### config.mk
export PLATFORM = sky130hd
export DESIGN_NAME = blood_anim_ctrl_flat
export DESIGN_NICKNAME = d
export VERILOG_FILES = /design/src/rtl/blood_anim_if.sv /design/src/rtl/blood_anim_ctrl.sv /design/src/flat_wrapper.sv
export SDC_FILE = /design/constraint.sdc
export NUM_CORES = 1
export LEC_CHECK = 0
export CORE_MARGIN = 8
export CORE_UTILIZATION = 33
export DETAILED_ROUTE_END_ITERATION = 6
export PLACE_DENSITY = 0.59
export SLEW_MARGIN = 0
export SYNTH_ARGS = -nofsm -noshare
export SYNTH_HDL_FRONTEND = slang
export SYNTH_SLANG_ARGS = --single-unit
### constraint.sdc
create_clock -name clk -period 3.9 [get_ports clk]
set_input_delay 0.975 -clock clk [delete_from_list [all_inputs] [get_ports clk]]
set_output_delay 0.975 -clock clk [all_outputs]
set_load 0.005 [all_outputs]
### src/rtl/blood_anim_if.sv
// Bus bundle between the blood animation controller and its environment
// (game logic, VGA timing, sprite ROM bank, display mixer).
interface blood_anim_if;
  logic       hit_p1;
  logic       hit_p2;
  logic [9:0] pos_x_p1;
  logic [9:0] pos_y_p1;
  logic [9:0] pos_x_p2;
  logic [9:0] pos_y_p2;
  logic       frame_tick;
  logic       video_on;
  logic [9:0] x;
  logic [9:0] y;
  logic [11:0] rom_color;
  logic [5:0] rom_row;
  logic [5:0] rom_col;
  logic [4:0] frame_sel;
  logic       busy;
  logic       owner;
  logic       pixel_on;
  logic [11:0] color_out;

  modport master (
    output hit_p1, hit_p2, pos_x_p1, pos_y_p1, pos_x_p2, pos_y_p2,
    output frame_tick, video_on, x, y, rom_color,
    input  rom_row, rom_col, frame_sel, busy, owner, pixel_on, color_out
  );

  modport slave (
    input  hit_p1, hit_p2, pos_x_p1, pos_y_p1, pos_x_p2, pos_y_p2,
    input  frame_tick, video_on, x, y, rom_color,
    output rom_row, rom_col, frame_sel, busy, owner, pixel_on, color_out
  );
endinterface

### src/rtl/blood_anim_ctrl.sv
// Blood-splatter sequencer/arbiter: grants the single effect round-robin, steps frames
// on vblank ticks, addresses the sprite ROM. Define BLOOD_MIRROR_EN to mirror P2's splatter.
module blood_anim_ctrl #(
  parameter int NUM_FRAMES  = 24,
  parameter int FRAME_TICKS = 4
) (
  input logic        clk,
  input logic        reset,
  blood_anim_if.slave bus
);
  localparam int TW = (FRAME_TICKS > 1) ? $clog2(FRAME_TICKS) : 1;

  typedef enum logic [0:0] {IDLE = 1'b0, PLAY = 1'b1} state_e;

  state_e        state_q, state_d;
  logic          pend_p1_q, pend_p1_d, pend_p2_q, pend_p2_d;
  logic          owner_q, owner_d, last_q, last_d, busy_q;
  logic [9:0]    ox_q, ox_d, oy_q, oy_d;
  logic [4:0]    frame_q, frame_d;
  logic [TW-1:0] tick_q, tick_d;
  logic          grant_s, gnt_p2_s, set_p1_s, set_p2_s, clr_p1_s, clr_p2_s, retrig_s;

  logic          in_box_s, in_box_q;
  logic [5:0]    dx_s, dy_s, row_s, col_s, row_q, col_q;
  logic          pixel_on_q;
  logic [11:0]   color_q;

  always_comb begin
    state_d  = state_q;
    owner_d  = owner_q;
    last_d   = last_q;
    ox_d     = ox_q;
    oy_d     = oy_q;
    frame_d  = frame_q;
    tick_d   = tick_q;
    grant_s  = 1'b0;
    gnt_p2_s = 1'b0;
    set_p1_s = 1'b0;
    set_p2_s = 1'b0;
    clr_p1_s = 1'b0;
    clr_p2_s = 1'b0;
    retrig_s = 1'b0;
    case (state_q)
      IDLE: begin
        set_p1_s = bus.hit_p1;
        set_p2_s = bus.hit_p2;
        if (pend_p1_q || pend_p2_q) begin
          grant_s  = 1'b1;
          gnt_p2_s = (pend_p1_q && pend_p2_q) ? ~last_q : pend_p2_q;
        end else begin
          grant_s  = 1'b0;
        end
      end
      PLAY: begin
        // only the non-owner queues; an owner hit restarts its own animation
        set_p1_s = bus.hit_p1 & owner_q;
        set_p2_s = bus.hit_p2 & ~owner_q;
        retrig_s = owner_q ? bus.hit_p2 : bus.hit_p1;
        if (retrig_s) begin
          ox_d    = owner_q ? bus.pos_x_p2 : bus.pos_x_p1;
          oy_d    = owner_q ? bus.pos_y_p2 : bus.pos_y_p1;
          frame_d = 5'd0;
          tick_d  = '0;
        end else if (bus.frame_tick) begin
          if (tick_q < TW'(FRAME_TICKS - 1)) begin
            tick_d = tick_q + TW'(1);
          end else begin
            tick_d = '0;
            if (frame_q < 5'(NUM_FRAMES - 1)) begin
              frame_d = frame_q + 5'd1;
            end else if (owner_q ? pend_p1_q : pend_p2_q) begin
              grant_s  = 1'b1;
              gnt_p2_s = ~owner_q;
            end else begin
              state_d = IDLE;
            end
          end
        end else begin
          tick_d = tick_q;
        end
      end
      default: state_d = IDLE;
    endcase
    if (grant_s) begin
      state_d  = PLAY;
      owner_d  = gnt_p2_s;
      last_d   = gnt_p2_s;
      ox_d     = gnt_p2_s ? bus.pos_x_p2 : bus.pos_x_p1;
      oy_d     = gnt_p2_s ? bus.pos_y_p2 : bus.pos_y_p1;
      frame_d  = 5'd0;
      tick_d   = '0;
      clr_p1_s = ~gnt_p2_s;
      clr_p2_s = gnt_p2_s;
    end else begin
      clr_p1_s = 1'b0;
      clr_p2_s = 1'b0;
    end
    // a new request on the same edge as a clear survives
    pend_p1_d = set_p1_s | (pend_p1_q & ~clr_p1_s);
    pend_p2_d = set_p2_s | (pend_p2_q & ~clr_p2_s);
  end

  always_ff @(posedge clk) begin
    if (reset) begin
      state_q   <= IDLE;
      pend_p1_q <= 1'b0;
      pend_p2_q <= 1'b0;
      owner_q   <= 1'b0;
      last_q    <= 1'b1;
      busy_q    <= 1'b0;
      ox_q      <= 10'd0;
      oy_q      <= 10'd0;
      frame_q   <= 5'd0;
      tick_q    <= '0;
    end else begin
      state_q   <= state_d;
      pend_p1_q <= pend_p1_d;
      pend_p2_q <= pend_p2_d;
      owner_q   <= owner_d;
      last_q    <= last_d;
      busy_q    <= (state_d == PLAY);
      ox_q      <= ox_d;
      oy_q      <= oy_d;
      frame_q   <= frame_d;
      tick_q    <= tick_d;
    end
  end

  // box compare is 11 bits wide so a sprite near x/y=1023 does not wrap
  always_comb begin
    dx_s     = bus.x[5:0] - ox_q[5:0];
    dy_s     = bus.y[5:0] - oy_q[5:0];
    in_box_s = busy_q & bus.video_on
             & (bus.x >= ox_q) & ({1'b0, bus.x} < ({1'b0, ox_q} + 11'd64))
             & (bus.y >= oy_q) & ({1'b0, bus.y} < ({1'b0, oy_q} + 11'd64));
    row_s    = in_box_s ? dy_s : 6'd0;
`ifdef BLOOD_MIRROR_EN
    col_s    = in_box_s ? (owner_q ? (6'd63 - dx_s) : dx_s) : 6'd0;
`else
    col_s    = in_box_s ? dx_s : 6'd0;
`endif
  end

  always_ff @(posedge clk) begin
    if (reset) begin
      row_q      <= 6'd0;
      col_q      <= 6'd0;
      in_box_q   <= 1'b0;
      pixel_on_q <= 1'b0;
      color_q    <= 12'd0;
    end else begin
      row_q      <= row_s;
      col_q      <= col_s;
      in_box_q   <= in_box_s;
      pixel_on_q <= in_box_q & (bus.rom_color != 12'h000);
      color_q    <= (in_box_q && (bus.rom_color != 12'h000)) ? bus.rom_color : 12'h000;
    end
  end

  assign bus.rom_row   = row_q;
  assign bus.rom_col   = col_q;
  assign bus.frame_sel = frame_q;
  assign bus.busy      = busy_q;
  assign bus.owner     = owner_q;
  assign bus.pixel_on  = pixel_on_q;
  assign bus.color_out = color_q;
endmodule

### src/flat_wrapper.sv
// flat-port wrapper written by rule: the top's interface ports become plain ports
module blood_anim_ctrl_flat 
#(
  parameter int NUM_FRAMES  = 24,
  parameter int FRAME_TICKS = 4
)
  (clk, reset, bus_hit_p1, bus_hit_p2, bus_pos_x_p1, bus_pos_y_p1, bus_pos_x_p2, bus_pos_y_p2, bus_frame_tick, bus_video_on, bus_x, bus_y, bus_rom_color, bus_rom_row, bus_rom_col, bus_frame_sel, bus_busy, bus_owner, bus_pixel_on, bus_color_out);
  blood_anim_if bus_i ();
  input logic clk;
  input logic reset;
  input wire logic [$bits(bus_i.hit_p1)-1:0] bus_hit_p1;
  input wire logic [$bits(bus_i.hit_p2)-1:0] bus_hit_p2;
  input wire logic [$bits(bus_i.pos_x_p1)-1:0] bus_pos_x_p1;
  input wire logic [$bits(bus_i.pos_y_p1)-1:0] bus_pos_y_p1;
  input wire logic [$bits(bus_i.pos_x_p2)-1:0] bus_pos_x_p2;
  input wire logic [$bits(bus_i.pos_y_p2)-1:0] bus_pos_y_p2;
  input wire logic [$bits(bus_i.frame_tick)-1:0] bus_frame_tick;
  input wire logic [$bits(bus_i.video_on)-1:0] bus_video_on;
  input wire logic [$bits(bus_i.x)-1:0] bus_x;
  input wire logic [$bits(bus_i.y)-1:0] bus_y;
  input wire logic [$bits(bus_i.rom_color)-1:0] bus_rom_color;
  output wire logic [$bits(bus_i.rom_row)-1:0] bus_rom_row;
  output wire logic [$bits(bus_i.rom_col)-1:0] bus_rom_col;
  output wire logic [$bits(bus_i.frame_sel)-1:0] bus_frame_sel;
  output wire logic [$bits(bus_i.busy)-1:0] bus_busy;
  output wire logic [$bits(bus_i.owner)-1:0] bus_owner;
  output wire logic [$bits(bus_i.pixel_on)-1:0] bus_pixel_on;
  output wire logic [$bits(bus_i.color_out)-1:0] bus_color_out;
  assign bus_i.hit_p1 = bus_hit_p1;
  assign bus_i.hit_p2 = bus_hit_p2;
  assign bus_i.pos_x_p1 = bus_pos_x_p1;
  assign bus_i.pos_y_p1 = bus_pos_y_p1;
  assign bus_i.pos_x_p2 = bus_pos_x_p2;
  assign bus_i.pos_y_p2 = bus_pos_y_p2;
  assign bus_i.frame_tick = bus_frame_tick;
  assign bus_i.video_on = bus_video_on;
  assign bus_i.x = bus_x;
  assign bus_i.y = bus_y;
  assign bus_i.rom_color = bus_rom_color;
  assign bus_rom_row = bus_i.rom_row;
  assign bus_rom_col = bus_i.rom_col;
  assign bus_frame_sel = bus_i.frame_sel;
  assign bus_busy = bus_i.busy;
  assign bus_owner = bus_i.owner;
  assign bus_pixel_on = bus_i.pixel_on;
  assign bus_color_out = bus_i.color_out;
  blood_anim_ctrl #(.NUM_FRAMES(NUM_FRAMES), .FRAME_TICKS(FRAME_TICKS)) u_core (.clk(clk), .reset(reset), .bus(bus_i));
endmodule
==> flow_summary.toml <==
[detailed_routing]
routed_wl_um = 8831
dr_total_vias = 2874
post_drt_wl_per_cell_um = 15.57
drc = 0
post_drt_via_cell_ratio = 5.069
post_detailed_route_count_of_antenna_violating_nets = 0
drt_first_pass_iters = 5
drt-initial-drc-count = 137

[setup_path]
cp_max_fo = 10
timing.critical_path.from_type = "input port"
crit_arrival_ps = 3470
crit_required_ps = 4070
number_of_buffers_and_inverters_on_the_critical_path = 2
crit_path_top_delay_cell = "sky130_fd_sc_hd__o311ai_1"
crit_chain = "clkdlybuf4s50_1 -> ha_1 -> nor2b_1 -> o211ai_1 -> nand2_1 -> a21oi_1 -> o311ai_1 -> buf_4 -> nor3b_1"
critPathTopFamily = "compound AO/OA/AOI/OAI gates"
crit_type = "input port to flip-flop"
worst_setup_path_end_kind = "flip-flop"
r2r_slack_ps = 1310
r2r-start = "u_core.ox_q[8]"
r2r_end = "u_core.bus.rom_row[3]"
worst_path_largest_cell_delay_ps = 950
number_of_cells_on_the_worst_reg_to_reg_path = 8

[global_route]
globalRouteTotalUtil_pct = 13.73
pin_count_of_the_biggest_net_entering_global_routing = 22
grt_pass1_wl_um = 14180
globalRouteOverflowTotal = 0
grt_antenna_before_repair = 0
first_global_vias = 2935

[sta]
timing_max_transition_violations_final = 0
rsz0062_at_grt = "false"
final.setup_skew_ps = 8.089
finalWorstPathRequiredPeriod_ps = 3293
finalHoldViolCount = 0
period_share_pct = 84.43
max_slew_headroom_pct = 24.10
fin_setup_tns_ps = 0
worst_pin_slew_ps = 1121
setup_viol = 0
max_clock_freq_ghz = 0.3037

[min_path]
timing.hold.worst_endpoint = "u_core.ox_q[1]"
timing.hold.worst_path_depth = 2
hold_class = "flip-flop to flip-flop"
timing.hold.worst.start = "u_core.ox_q[1]"

[final_layout]
num_antenna_cells = 0
layout.core_utilization_pct = 49.12
area_growth_pct = 44.69
layout.nets = 563
fillers = 891
layout-drive-gt1-share_pct = 5.263

[clock_tree]
cts_resized = 0
ctsRootBufferMaster = "sky130_fd_sc_hd__clkbuf_8"
worst_skew_pair_later_pin_latency_ps = 340
tritoncts = "yes"
clkTransAtPathRegs_ps = 60
clockBufferDepth = 2
numCtsBuffers = 9
postCtsHoldBufs = 0
ctsHtreeMaxLevel = 3
cts_post_setup_buffers_inserted = 0
cts_sinks = 58

[logic_synthesis]
synthesis.nets = 454
synth_cells = 342
postSynth.topFlopCell = "sky130_fd_sc_hd__dfxtp_1"
netlist.area_leader.share_pct = 37.19
netlist_area_um2 = 3122
post-synth-top-area-cell = "sky130_fd_sc_hd__dfxtp_1"
synth-seq-cells = 58
synth_seq_area_share_pct = 37.19
netlist_top_cells_area = "sky130_fd_sc_hd__dfxtp_1 37%, sky130_fd_sc_hd__ha_1 13%, sky130_fd_sc_hd__a222oi_1 6.4%, sky130_fd_sc_hd__inv_1 6.0%, sky130_fd_sc_hd__xnor2_1 2.5%"
syn_avg_cell_area_um2 = 9.128
synth_warnings = 0
async_reset_ff_share_pct = 0
ys_types = 56
synth_enable_flop_cells = 0

[floorplanning]
starting_density_pct = 33.95
placementRows = 35
die-area_um2 = 12830
number_of_top_level_design_ports = 110
core-area_um2 = 9196
die_h_um = 113.3
die_width_um = 113.3

[run_status]
run_status = "finished clean"

[placed_design]
dpl.hpwl_um = 6891
gp_routability_congestion = 0.8089
portBuffers = 109

[power]
pd_cells_nw_per_um2 = 381.1
static-leakage-power_nw = 1.871
ir_worst_vdd_uv = 170.5
power_mw = 1.721

[run]
maxCapViolations = 0
[synthesized netlist by cell type (2+ instances only)]
library cell and n:
sky130_fd_sc_hd__nand2_1 8, sky130_fd_sc_hd__and2_1 12, sky130_fd_sc_hd__and3_1 3, sky130_fd_sc_hd__nor4_1 4
sky130_fd_sc_hd__a211oi_1 3, sky130_fd_sc_hd__nor2b_1 5, sky130_fd_sc_hd__o2111ai_1 2, sky130_fd_sc_hd__o21a_1 4
sky130_fd_sc_hd__a21oi_1 13, sky130_fd_sc_hd__ha_1 32, sky130_fd_sc_hd__a21o_1 4, sky130_fd_sc_hd__dfxtp_1 58
sky130_fd_sc_hd__xor2_1 3, sky130_fd_sc_hd__a222oi_1 20, sky130_fd_sc_hd__xnor2_1 9, sky130_fd_sc_hd__nor3_1 12
sky130_fd_sc_hd__o21ai_0 12, sky130_fd_sc_hd__clkbuf_1 6, sky130_fd_sc_hd__buf_6 3, sky130_fd_sc_hd__fa_1 2
sky130_fd_sc_hd__a22oi_1 4, sky130_fd_sc_hd__nand4_1 4, sky130_fd_sc_hd__nand3_1 9, sky130_fd_sc_hd__nor2_1 18
sky130_fd_sc_hd__nor3b_1 2, sky130_fd_sc_hd__nand2b_1 7, sky130_fd_sc_hd__inv_1 50, sky130_fd_sc_hd__buf_2 5
[tightest hold or removal path, stage by stage, from the launching register on]
cell and delay (ps):
sky130_fd_sc_hd__dfxtp_1 330, sky130_fd_sc_hd__a222oi_1 60, sky130_fd_sc_hd__inv_1 50
[final cells by class]
type | instances | area, um^2 | area share (%)
Clock inverter | 5 | 77.57 | 1.717
Inverter | 51 | 191.4 | 4.238
Timing Repair Buffer | 112 | 1114 | 24.65
Tap cell | 111 | 138.9 | 3.075
Multi-Input combinational cell | 219 | 1693 | 37.48
Sequential cell | 58 | 1161 | 25.71
Clock buffer | 11 | 141.4 | 3.130
[how the worst max path moves through the flow]
stage / start / endpoint / slack (ps) / cells after the start
2_1_floorplan: bus_x[0] / u_core.bus.rom_col[2] / 920 / 11
3_3_place_gp: bus_x[0] / u_core.bus.rom_col[1] / 310 / 12
3_5_place_dp: bus_y[0] / u_core.bus.rom_row[3] / 210 / 10
4_1_cts: bus_y[0] / u_core.bus.rom_row[3] / 570 / 10
5_1_grt: bus_x[1] / u_core.bus.rom_col[2] / 340 / 9
6_report: bus_x[1] / u_core.bus.rom_col[1] / 610 / 9
[power breakdown]
part / internal [mW] / switching (mW)
Sequential: 0.630 / 0.0401
Clock: 0.375 / 0.244
Combinational: 0.225 / 0.206
[cells by family (layout without fill, tap and decap cells)]
family                   count (synthesis)  count (layout)  share of synthesized area (%)
adder cells (fa/ha/maj)                 34              34                          14.11
buffers and inverters                   65             179                          8.737
XOR/XNOR                                12              12                          3.367
multiplexers                             2               2                         0.7614
flip-flops                              58              58                          37.19
AND/OR/NAND/NOR                         89              89                          15.43
AO/OA/AOI/OAI                           82              82                          20.40
[per-stage QoR]
stage          worst slack (ps)  instances  instance area [um^2]  hold WS (ps)
2_1_floorplan             918.2        342                  3122         436.4
3_3_place_gp              309.0        551                  4298         450.4
3_5_place_dp              214.4        551                  4298         455.9
4_1_cts                   570.6        567                  4517         475.0
5_1_grt                   343.0        567                  4517         499.0
6_report                  607.1        567                  4517         469.2
[routing by layer]
layer  vias up  part of all wire, %  routed length (um)  track usage, %
met2       101                   46                4087           22.86
met4         0                  1.8                 160           6.394
met5         -                    0                   0               0
met1      1306                   45                4005           16.05
met3        13                  6.5                 578           3.727
li1       1454                    -                   -               -
[sequential cells by signal, summed over array words and instances, names as in the netlist, 2 cells and up]
| signal | flops |
|---|---|
| u_core.bus.color_out | 12 |
| u_core.ox_q | 10 |
| u_core.bus.rom_row | 6 |
| u_core.bus.rom_col | 6 |
| u_core.bus.frame_sel | 5 |
| u_core.tick_q | 2 |
| u_core.oy_q | 10 |
[layout by cell type (no fill, tap or decap), types with 5 or more instances in the layout]
master	n
sky130_fd_sc_hd__o21ai_0	12
sky130_fd_sc_hd__a21oi_1	13
sky130_fd_sc_hd__ha_1	32
sky130_fd_sc_hd__nand2_1	8
sky130_fd_sc_hd__inv_1	50
sky130_fd_sc_hd__xnor2_1	9
sky130_fd_sc_hd__a222oi_1	20
sky130_fd_sc_hd__nor2b_1	5
sky130_fd_sc_hd__nand3_1	9
sky130_fd_sc_hd__and2_1	12
sky130_fd_sc_hd__clkdlybuf4s50_1	109
sky130_fd_sc_hd__nor2_1	18
sky130_fd_sc_hd__nor3_1	12
sky130_fd_sc_hd__nand2b_1	7
sky130_fd_sc_hd__dfxtp_1	58
sky130_fd_sc_hd__clkbuf_8	10
Note: power is estimated with default switching activity, not from simulation.
